## config.mk

```make
export PLATFORM = sky130hd
export DESIGN_NAME = i2c_arbiter_flat
export DESIGN_NICKNAME = d
export VERILOG_FILES = /design/src/rtl/i2c_arbiter_pkg.sv /design/src/rtl/i2c_arbiter_if.sv /design/src/rtl/i2c_arbiter_rr_pick2.sv /design/src/rtl/i2c_arbiter.sv /design/src/flat_wrapper.sv
export SDC_FILE = /design/constraint.sdc
export NUM_CORES = 1
export LEC_CHECK = 0
export CORE_MARGIN = 10
export CORE_UTILIZATION = 39
export DETAILED_ROUTE_END_ITERATION = 10
export PLACE_DENSITY = 0.85
export SKIP_LAST_GASP = 1
export SYNTH_ARGS = -nofsm -noshare
export SYNTH_HDL_FRONTEND = slang
export SYNTH_SLANG_ARGS = --single-unit
```

## constraint.sdc

```tcl
create_clock -name clk -period 3.7 [get_ports clk]
set_input_delay 0.925 -clock clk [delete_from_list [all_inputs] [get_ports clk]]
set_output_delay 0.925 -clock clk [all_outputs]
set_load 0.01 [all_outputs]
```

## src/rtl/i2c_arbiter_pkg.sv

```systemverilog
// ============================================================================
// Module      : i2c_arb_pkg (package)
// Description : Shared types and constants for the two-requester I2C
//               transaction arbiter: FSM state encoding, address/data widths
//               and requester count.
// Revision    : 1.0 - initial release
// ============================================================================
`default_nettype none

package i2c_arb_pkg;

    localparam int ADDR_W = 7;
    localparam int DATA_W = 8;
    localparam int REQ_N  = 2;

    typedef enum logic [1:0] {
        ST_IDLE      = 2'd0,
        ST_START     = 2'd1,
        ST_WAIT_DONE = 2'd2,
        ST_DONE      = 2'd3
    } state_t;

endpackage

`default_nettype wire

```

## src/rtl/i2c_arbiter_if.sv

```systemverilog
// ============================================================================
// Module      : i2c_arbiter_if (interface)
// Description : Bundles the requester handshakes and the shared I2C master
//               command bus seen by the arbiter.
//   Requester side : req0/req1, addr0/addr1, d0_0/d0_1/d1_0/d1_1, ack0/ack1
//   Arbiter status : gnt (one-hot), err (sticky timeout)
//   I2C master side: i2c_start, i2c_address, i2c_data_0/1, i2c_busy
//   Modports       : master = arbiter view, slave = environment view
// Revision    : 1.0 - initial release
// ============================================================================
`default_nettype none

interface i2c_arbiter_if;
    import i2c_arb_pkg::*;

    logic              req0;
    logic              req1;
    logic [ADDR_W-1:0] addr0;
    logic [ADDR_W-1:0] addr1;
    logic [DATA_W-1:0] d0_0;
    logic [DATA_W-1:0] d0_1;
    logic [DATA_W-1:0] d1_0;
    logic [DATA_W-1:0] d1_1;
    logic              ack0;
    logic              ack1;
    logic [REQ_N-1:0]  gnt;
    logic              i2c_start;
    logic [ADDR_W-1:0] i2c_address;
    logic [DATA_W-1:0] i2c_data_0;
    logic [DATA_W-1:0] i2c_data_1;
    logic              i2c_busy;
    logic              err;

    modport master (
        input  req0, req1, addr0, addr1, d0_0, d0_1, d1_0, d1_1, i2c_busy,
        output ack0, ack1, gnt, i2c_start, i2c_address, i2c_data_0,
               i2c_data_1, err
    );

    modport slave (
        output req0, req1, addr0, addr1, d0_0, d0_1, d1_0, d1_1, i2c_busy,
        input  ack0, ack1, gnt, i2c_start, i2c_address, i2c_data_0,
               i2c_data_1, err
    );

endinterface

`default_nettype wire

```

## src/rtl/i2c_arbiter_rr_pick2.sv

```systemverilog
// ============================================================================
// Module      : rr_pick2
// Description : Two-way round-robin pick. The requester that was served last
//               gets the lower priority.
//   req[1:0]   : pending requests
//   last       : index of the requester served most recently
//   grant[1:0] : one-hot pick, 2'b00 when nothing is pending
// Revision    : 1.0 - initial release
// ============================================================================
`default_nettype none

module rr_pick2 (
    input  wire logic [1:0] req,
    input  wire logic       last,
    output logic      [1:0] grant
);

    always_comb begin
        grant = 2'b00;
        if (last) begin
            if (req[0])      grant = 2'b01;
            else if (req[1]) grant = 2'b10;
        end else begin
            if (req[1])      grant = 2'b10;
            else if (req[0]) grant = 2'b01;
        end
    end

endmodule

`default_nettype wire

```

## src/rtl/i2c_arbiter.sv

```systemverilog
// ============================================================================
// Module      : i2c_arbiter
// Description : Arbitrates two configuration queues onto one I2C master.
//               Grants round-robin, latches the winner's address/data, holds
//               i2c_start until the master reports busy, waits for busy to
//               fall, then pulses the winner's ack for one cycle.
//   clk, rst   : clock, synchronous active-high reset
//   bus        : i2c_arbiter_if.master (requests, acks, grant, I2C command)
//   Parameter TIMEOUT_CYCLES : max cycles allowed in START or WAIT_DONE
//   Macro I2C_ARB_TIMEOUT_EN : enables the phase timeout counter and err;
//                              without it err is tied low and phases wait
//                              indefinitely.
// Revision    : 1.0 - initial release
// ============================================================================
`default_nettype none

module i2c_arbiter
    import i2c_arb_pkg::*;
#(
    parameter int TIMEOUT_CYCLES = 1024
) (
    input  wire logic   clk,
    input  wire logic   rst,
    i2c_arbiter_if.master bus
);

    state_t            r_state;
    state_t            w_next;
    logic [REQ_N-1:0]  w_req;
    logic [REQ_N-1:0]  w_pick;
    logic [REQ_N-1:0]  r_gnt;
    logic              r_last;       // 1 after reset, so requester 0 wins first
    logic [ADDR_W-1:0] r_addr;
    logic [DATA_W-1:0] r_data_0;
    logic [DATA_W-1:0] r_data_1;
    logic              w_timeout;
    logic              w_to_fire;    // phase ended by timeout this cycle
    logic              w_err;

    assign w_req = {bus.req1, bus.req0};

    rr_pick2 u_pick (
        .req   (w_req),
        .last  (r_last),
        .grant (w_pick)
    );

    always_comb begin
        w_next    = r_state;
        w_to_fire = 1'b0;
        case (r_state)
            ST_IDLE: begin
                if (!bus.i2c_busy && (w_req != '0)) w_next = ST_START;
            end
            ST_START: begin
                if (bus.i2c_busy) begin
                    w_next = ST_WAIT_DONE;
                end else if (w_timeout) begin
                    w_next    = ST_DONE;
                    w_to_fire = 1'b1;
                end
            end
            ST_WAIT_DONE: begin
                if (!bus.i2c_busy) begin
                    w_next = ST_DONE;
                end else if (w_timeout) begin
                    w_next    = ST_DONE;
                    w_to_fire = 1'b1;
                end
            end
            ST_DONE: w_next = ST_IDLE;
            default: w_next = ST_IDLE;
        endcase
    end

    always_ff @(posedge clk) begin
        if (rst) begin
            r_state  <= ST_IDLE;
            r_gnt    <= '0;
            r_last   <= 1'b1;
            r_addr   <= '0;
            r_data_0 <= '0;
            r_data_1 <= '0;
        end else begin
            r_state <= w_next;
            if ((r_state == ST_IDLE) && (w_next == ST_START)) begin
                r_gnt    <= w_pick;
                r_addr   <= w_pick[1] ? bus.addr1 : bus.addr0;
                r_data_0 <= w_pick[1] ? bus.d1_0  : bus.d0_0;
                r_data_1 <= w_pick[1] ? bus.d1_1  : bus.d0_1;
            end
            if (r_state == ST_DONE) begin
                r_gnt  <= '0;
                r_last <= r_gnt[1];
            end
        end
    end

`ifdef I2C_ARB_TIMEOUT_EN
    localparam int CNT_W = $clog2(TIMEOUT_CYCLES + 1);

    logic [CNT_W-1:0] r_cnt;
    logic             r_err;

    // r_cnt counts completed cycles in the current phase; the last allowed
    // cycle is the one where it equals TIMEOUT_CYCLES-1.
    assign w_timeout = ((r_state == ST_START) || (r_state == ST_WAIT_DONE)) &&
                       (r_cnt == CNT_W'(TIMEOUT_CYCLES - 1));

    always_ff @(posedge clk) begin
        if (rst) begin
            r_cnt <= '0;
            r_err <= 1'b0;
        end else begin
            if (w_next != r_state) begin
                r_cnt <= '0;
            end else if ((r_state == ST_START) || (r_state == ST_WAIT_DONE)) begin
                r_cnt <= r_cnt + CNT_W'(1);
            end
            if (w_to_fire) r_err <= 1'b1;
        end
    end

    assign w_err = r_err;
`else
    logic w_unused_cfg;

    assign w_timeout    = 1'b0;
    assign w_err        = 1'b0;
    assign w_unused_cfg = w_to_fire | (TIMEOUT_CYCLES != 0);
`endif

    assign bus.gnt         = r_gnt;
    assign bus.ack0        = (r_state == ST_DONE) && r_gnt[0];
    assign bus.ack1        = (r_state == ST_DONE) && r_gnt[1];
    assign bus.i2c_start   = (r_state == ST_START);
    assign bus.i2c_address = r_addr;
    assign bus.i2c_data_0  = r_data_0;
    assign bus.i2c_data_1  = r_data_1;
    assign bus.err         = w_err;

endmodule

`default_nettype wire

```

## src/flat_wrapper.sv

```systemverilog
// flat-port wrapper written by rule: the top's interface ports become plain ports
module i2c_arbiter_flat import i2c_arb_pkg::*;
#(
    parameter int TIMEOUT_CYCLES = 1024
)
  (clk, rst, bus_req0, bus_req1, bus_addr0, bus_addr1, bus_d0_0, bus_d0_1, bus_d1_0, bus_d1_1, bus_i2c_busy, bus_ack0, bus_ack1, bus_gnt, bus_i2c_start, bus_i2c_address, bus_i2c_data_0, bus_i2c_data_1, bus_err);
  i2c_arbiter_if bus_i ();
  input  wire logic clk;
  input  wire logic rst;
  input wire logic [$bits(bus_i.req0)-1:0] bus_req0;
  input wire logic [$bits(bus_i.req1)-1:0] bus_req1;
  input wire logic [$bits(bus_i.addr0)-1:0] bus_addr0;
  input wire logic [$bits(bus_i.addr1)-1:0] bus_addr1;
  input wire logic [$bits(bus_i.d0_0)-1:0] bus_d0_0;
  input wire logic [$bits(bus_i.d0_1)-1:0] bus_d0_1;
  input wire logic [$bits(bus_i.d1_0)-1:0] bus_d1_0;
  input wire logic [$bits(bus_i.d1_1)-1:0] bus_d1_1;
  input wire logic [$bits(bus_i.i2c_busy)-1:0] bus_i2c_busy;
  output wire logic [$bits(bus_i.ack0)-1:0] bus_ack0;
  output wire logic [$bits(bus_i.ack1)-1:0] bus_ack1;
  output wire logic [$bits(bus_i.gnt)-1:0] bus_gnt;
  output wire logic [$bits(bus_i.i2c_start)-1:0] bus_i2c_start;
  output wire logic [$bits(bus_i.i2c_address)-1:0] bus_i2c_address;
  output wire logic [$bits(bus_i.i2c_data_0)-1:0] bus_i2c_data_0;
  output wire logic [$bits(bus_i.i2c_data_1)-1:0] bus_i2c_data_1;
  output wire logic [$bits(bus_i.err)-1:0] bus_err;
  assign bus_i.req0 = bus_req0;
  assign bus_i.req1 = bus_req1;
  assign bus_i.addr0 = bus_addr0;
  assign bus_i.addr1 = bus_addr1;
  assign bus_i.d0_0 = bus_d0_0;
  assign bus_i.d0_1 = bus_d0_1;
  assign bus_i.d1_0 = bus_d1_0;
  assign bus_i.d1_1 = bus_d1_1;
  assign bus_i.i2c_busy = bus_i2c_busy;
  assign bus_ack0 = bus_i.ack0;
  assign bus_ack1 = bus_i.ack1;
  assign bus_gnt = bus_i.gnt;
  assign bus_i2c_start = bus_i.i2c_start;
  assign bus_i2c_address = bus_i.i2c_address;
  assign bus_i2c_data_0 = bus_i.i2c_data_0;
  assign bus_i2c_data_1 = bus_i.i2c_data_1;
  assign bus_err = bus_i.err;
  i2c_arbiter #(.TIMEOUT_CYCLES(TIMEOUT_CYCLES)) u_core (.clk(clk), .rst(rst), .bus(bus_i));
endmodule
```

==> impl_metrics.ini <==
[sta]
tightest_slew_ps = 931.2
fin_ws_ps = 1114
hold_viol_final = 0
skew_ps = 14.89
setup_tns_ps = 0
fin_crit_sh = 0.6990
setup_viol = 0
period_needed_ps = 2586
rsz0062_at_grt = no
report.final.slew_viol_count = 0
max_freq_ghz = 0.3867
relSlewSlack = 0.3788

[power]
switching_share = 0.2541
p_per_area_mw_per_mm2 = 369.9
switchingPower_mw = 0.1963
p_seq_frac = 0.449
vdd_drop_max_v = 0.0001834
pwr-share-comb = 0.287
p_clk_frac = 0.264
power.leakage_nw = 0.7822
p_int_mw = 0.5762

[routing]
vias_per_cell = 5.289
drc_errors = 0
detail_route.first_pass.iterations = 4
detail_route.wirelength_mm = 4.609
drt_iter0_markers = 123
drt-wirelength-per-cell_microns = 18.51
ant_nets = 0
vias = 1317

[critical_path]
crit_path_end_kind = register
start_kind = primary input
slowest_stage = nand3_1
path_max_fanout = 24
reg2reg_from = u_core.r_state[1]
crit_type = in2reg
worst-endpoint-arrival_ps = 2810
slowest_delay_ps = 700
r2r_slack_ps = 1700
crit_required_ps = 3930
worst_r2r_path_depth = 3
worstPathCellList = clkdlybuf4s50_1 > nor3_1 > nand3_1 > o221a_2
reg2reg_to = u_core.bus.i2c_data_1[1]

[clock_network]
cts_resized = 0
ctsLongestPathBuffers = 2
clock_sinks = 28
numCtsBuffers = 3
path_clk_slew_ps = 150
post_cts_buffers = 0
cts.hold.buffers_added = 0
insertion_delay_ps = 330
cts_tree = yes
ctsRootBufferMaster = clkbuf_4
cts_max_level = 1

[die]
rows = 20
die-area_sq_mm = 0.005913
dieWidth_microns = 76.90
start_util = 0.4102
die_h_microns = 76.90
io_pins = 80
core_sq_mm = 0.003078

[final_layout]
fillers = 259
stdcell_count = 249
diodes = 0
multi_input_area_sq_um = 530.5
area_growth_pct = 65.41
area.sequential_sq_um = 560.5
layout.nets = 257
drive_gt1_frac = 0.1268

[synth]
ys_types = 25
yosysTopAreaCellShare = 0.4440
async_flop_share = 0
ys_seq_area_frac = 0.4440
synthMostInstantiatedCell = dfxtp_1
synth_area_leaders = dfxtp_1 44%, o221a_2 17%, o22ai_1 11%
synth_cells = 134
synth_edf_count = 0
yosys.area.top_type = dfxtp_1
synth_fp_nets = 185
synth_ff_type = dfxtp_1
avgSynthCellArea_sq_um = 9.421
netlist_area_sq_mm = 0.001262
yosysWarnings = 0
synth_common_cells = 28 x dfxtp_1, 25 x inv_1, 23 x o22ai_1, 19 x o221a_2, 5 x buf_2
ys_ff_latch = 28

[place]
io_buffers = 78
dpl.hpwl_mm = 3.508
dpl_worst_slack_ps = 770.3
placedCellCount = 245
gp_congestion = 0.8026

[worst_hold_path]
holdCritStartpoint = u_core.r_last
hold_end = u_core.r_last
hold_class = reg2reg
worstHoldPathCells = 1

[global_route]
grt_max_degree = 28
overflow = 0
first_global_vias = 1379
antenna_found_initial = 0
grt_use_total = 0.1477
grt_pass1_wl_mm = 7.410

[status]
status = completed

[run]
max_cap_violations = 0
## cell usage in the layout, fill, tap and decap left out, types with 2 or more instances in the layout
| cell type | n |
|---|---|
| o21ai_0 | 2 |
| nand2_1 | 2 |
| o221a_1 | 4 |
| dfxtp_1 | 28 |
| a21oi_1 | 3 |
| o22ai_1 | 23 |
| and3_1 | 2 |
| o221a_2 | 19 |
| nor3_1 | 2 |
| clkdlybuf4s50_1 | 78 |
| clkbuf_4 | 3 |
| inv_1 | 25 |
| buf_4 | 2 |
## power groups by stage
stage | Clock (mW) | Combinational (mW) | Sequential, mW
2_1_floorplan | 0 | 0.0845 | 0.366
3_3_place_gp | 0 | 0.215 | 0.353
3_5_place_dp | 0 | 0.222 | 0.354
4_1_cts | 0.205 | 0.223 | 0.347
5_1_grt | 0.217 | 0.238 | 0.351
6_report | 0.204 | 0.222 | 0.347
## worst max-delay path, delay by kind of cell
family          cells  cell delay, ps
compound gates      1             520
simple gates        2             910
buf+inv             1             450
## logic make-up after synthesis
logic type,count (synthesis),synth area share
simple gates,13,0.05650
flops,28,0.4440
compound gates,54,0.3578
buf+inv,38,0.1387
other cells,1,0.002970
## stage by stage
step	util	cell area, sq um	hold slack, ps	power [mW]
2_1_floorplan	-	1262	459.1	0.4502
3_3_place_gp	0.6614	2036	483.2	0.5678
3_5_place_dp	0.6614	2036	490.8	0.5751
4_1_cts	0.6785	2088	519.2	0.7749
5_1_grt	0.6785	2088	547.7	0.8055
6_report	0.6785	2088	519.6	0.7725
## layer usage
layer  global-route usage  share of wire
met2               0.2589           0.49
met3              0.06527           0.10
met1               0.1643           0.40
met5                    0              0
met4              0.01859              0
## state kept, by name, indices dropped and copies added (netlist names)
name / cells
u_core.bus.i2c_data_1: 8
u_core.bus.i2c_data_0: 8
u_core.bus.i2c_address: 7
u_core.bus.gnt: 2
u_core.r_last: 1
u_core.r_state: 2
## how the worst max path moves through the flow
stage	startpoint	endpoint	slack [ps]	depth (start not counted)
detailed placement	bus_i2c_busy	u_core.bus.i2c_data_1[7]	770	4
finish	bus_i2c_busy	u_core.bus.i2c_data_1[1]	1110	4
global route	bus_i2c_busy	u_core.bus.i2c_data_1[1]	910	4
CTS	bus_i2c_busy	u_core.bus.i2c_data_0[3]	1140	4
floorplan	rst	u_core.bus.i2c_address[6]	1820	5
global placement	bus_i2c_busy	u_core.bus.i2c_address[3]	840	4
## area by class of cell
cell class / count / area share
timing repair buffer: 80 / 0.3811
sequential: 28 / 0.2684
multi-input combinational: 68 / 0.2540
inverter: 25 / 0.04494
tap: 44 / 0.02636
clock inverter: 1 / 0.01438
clock buffer: 3 / 0.01078
Power figures use the tool's default switching activity.
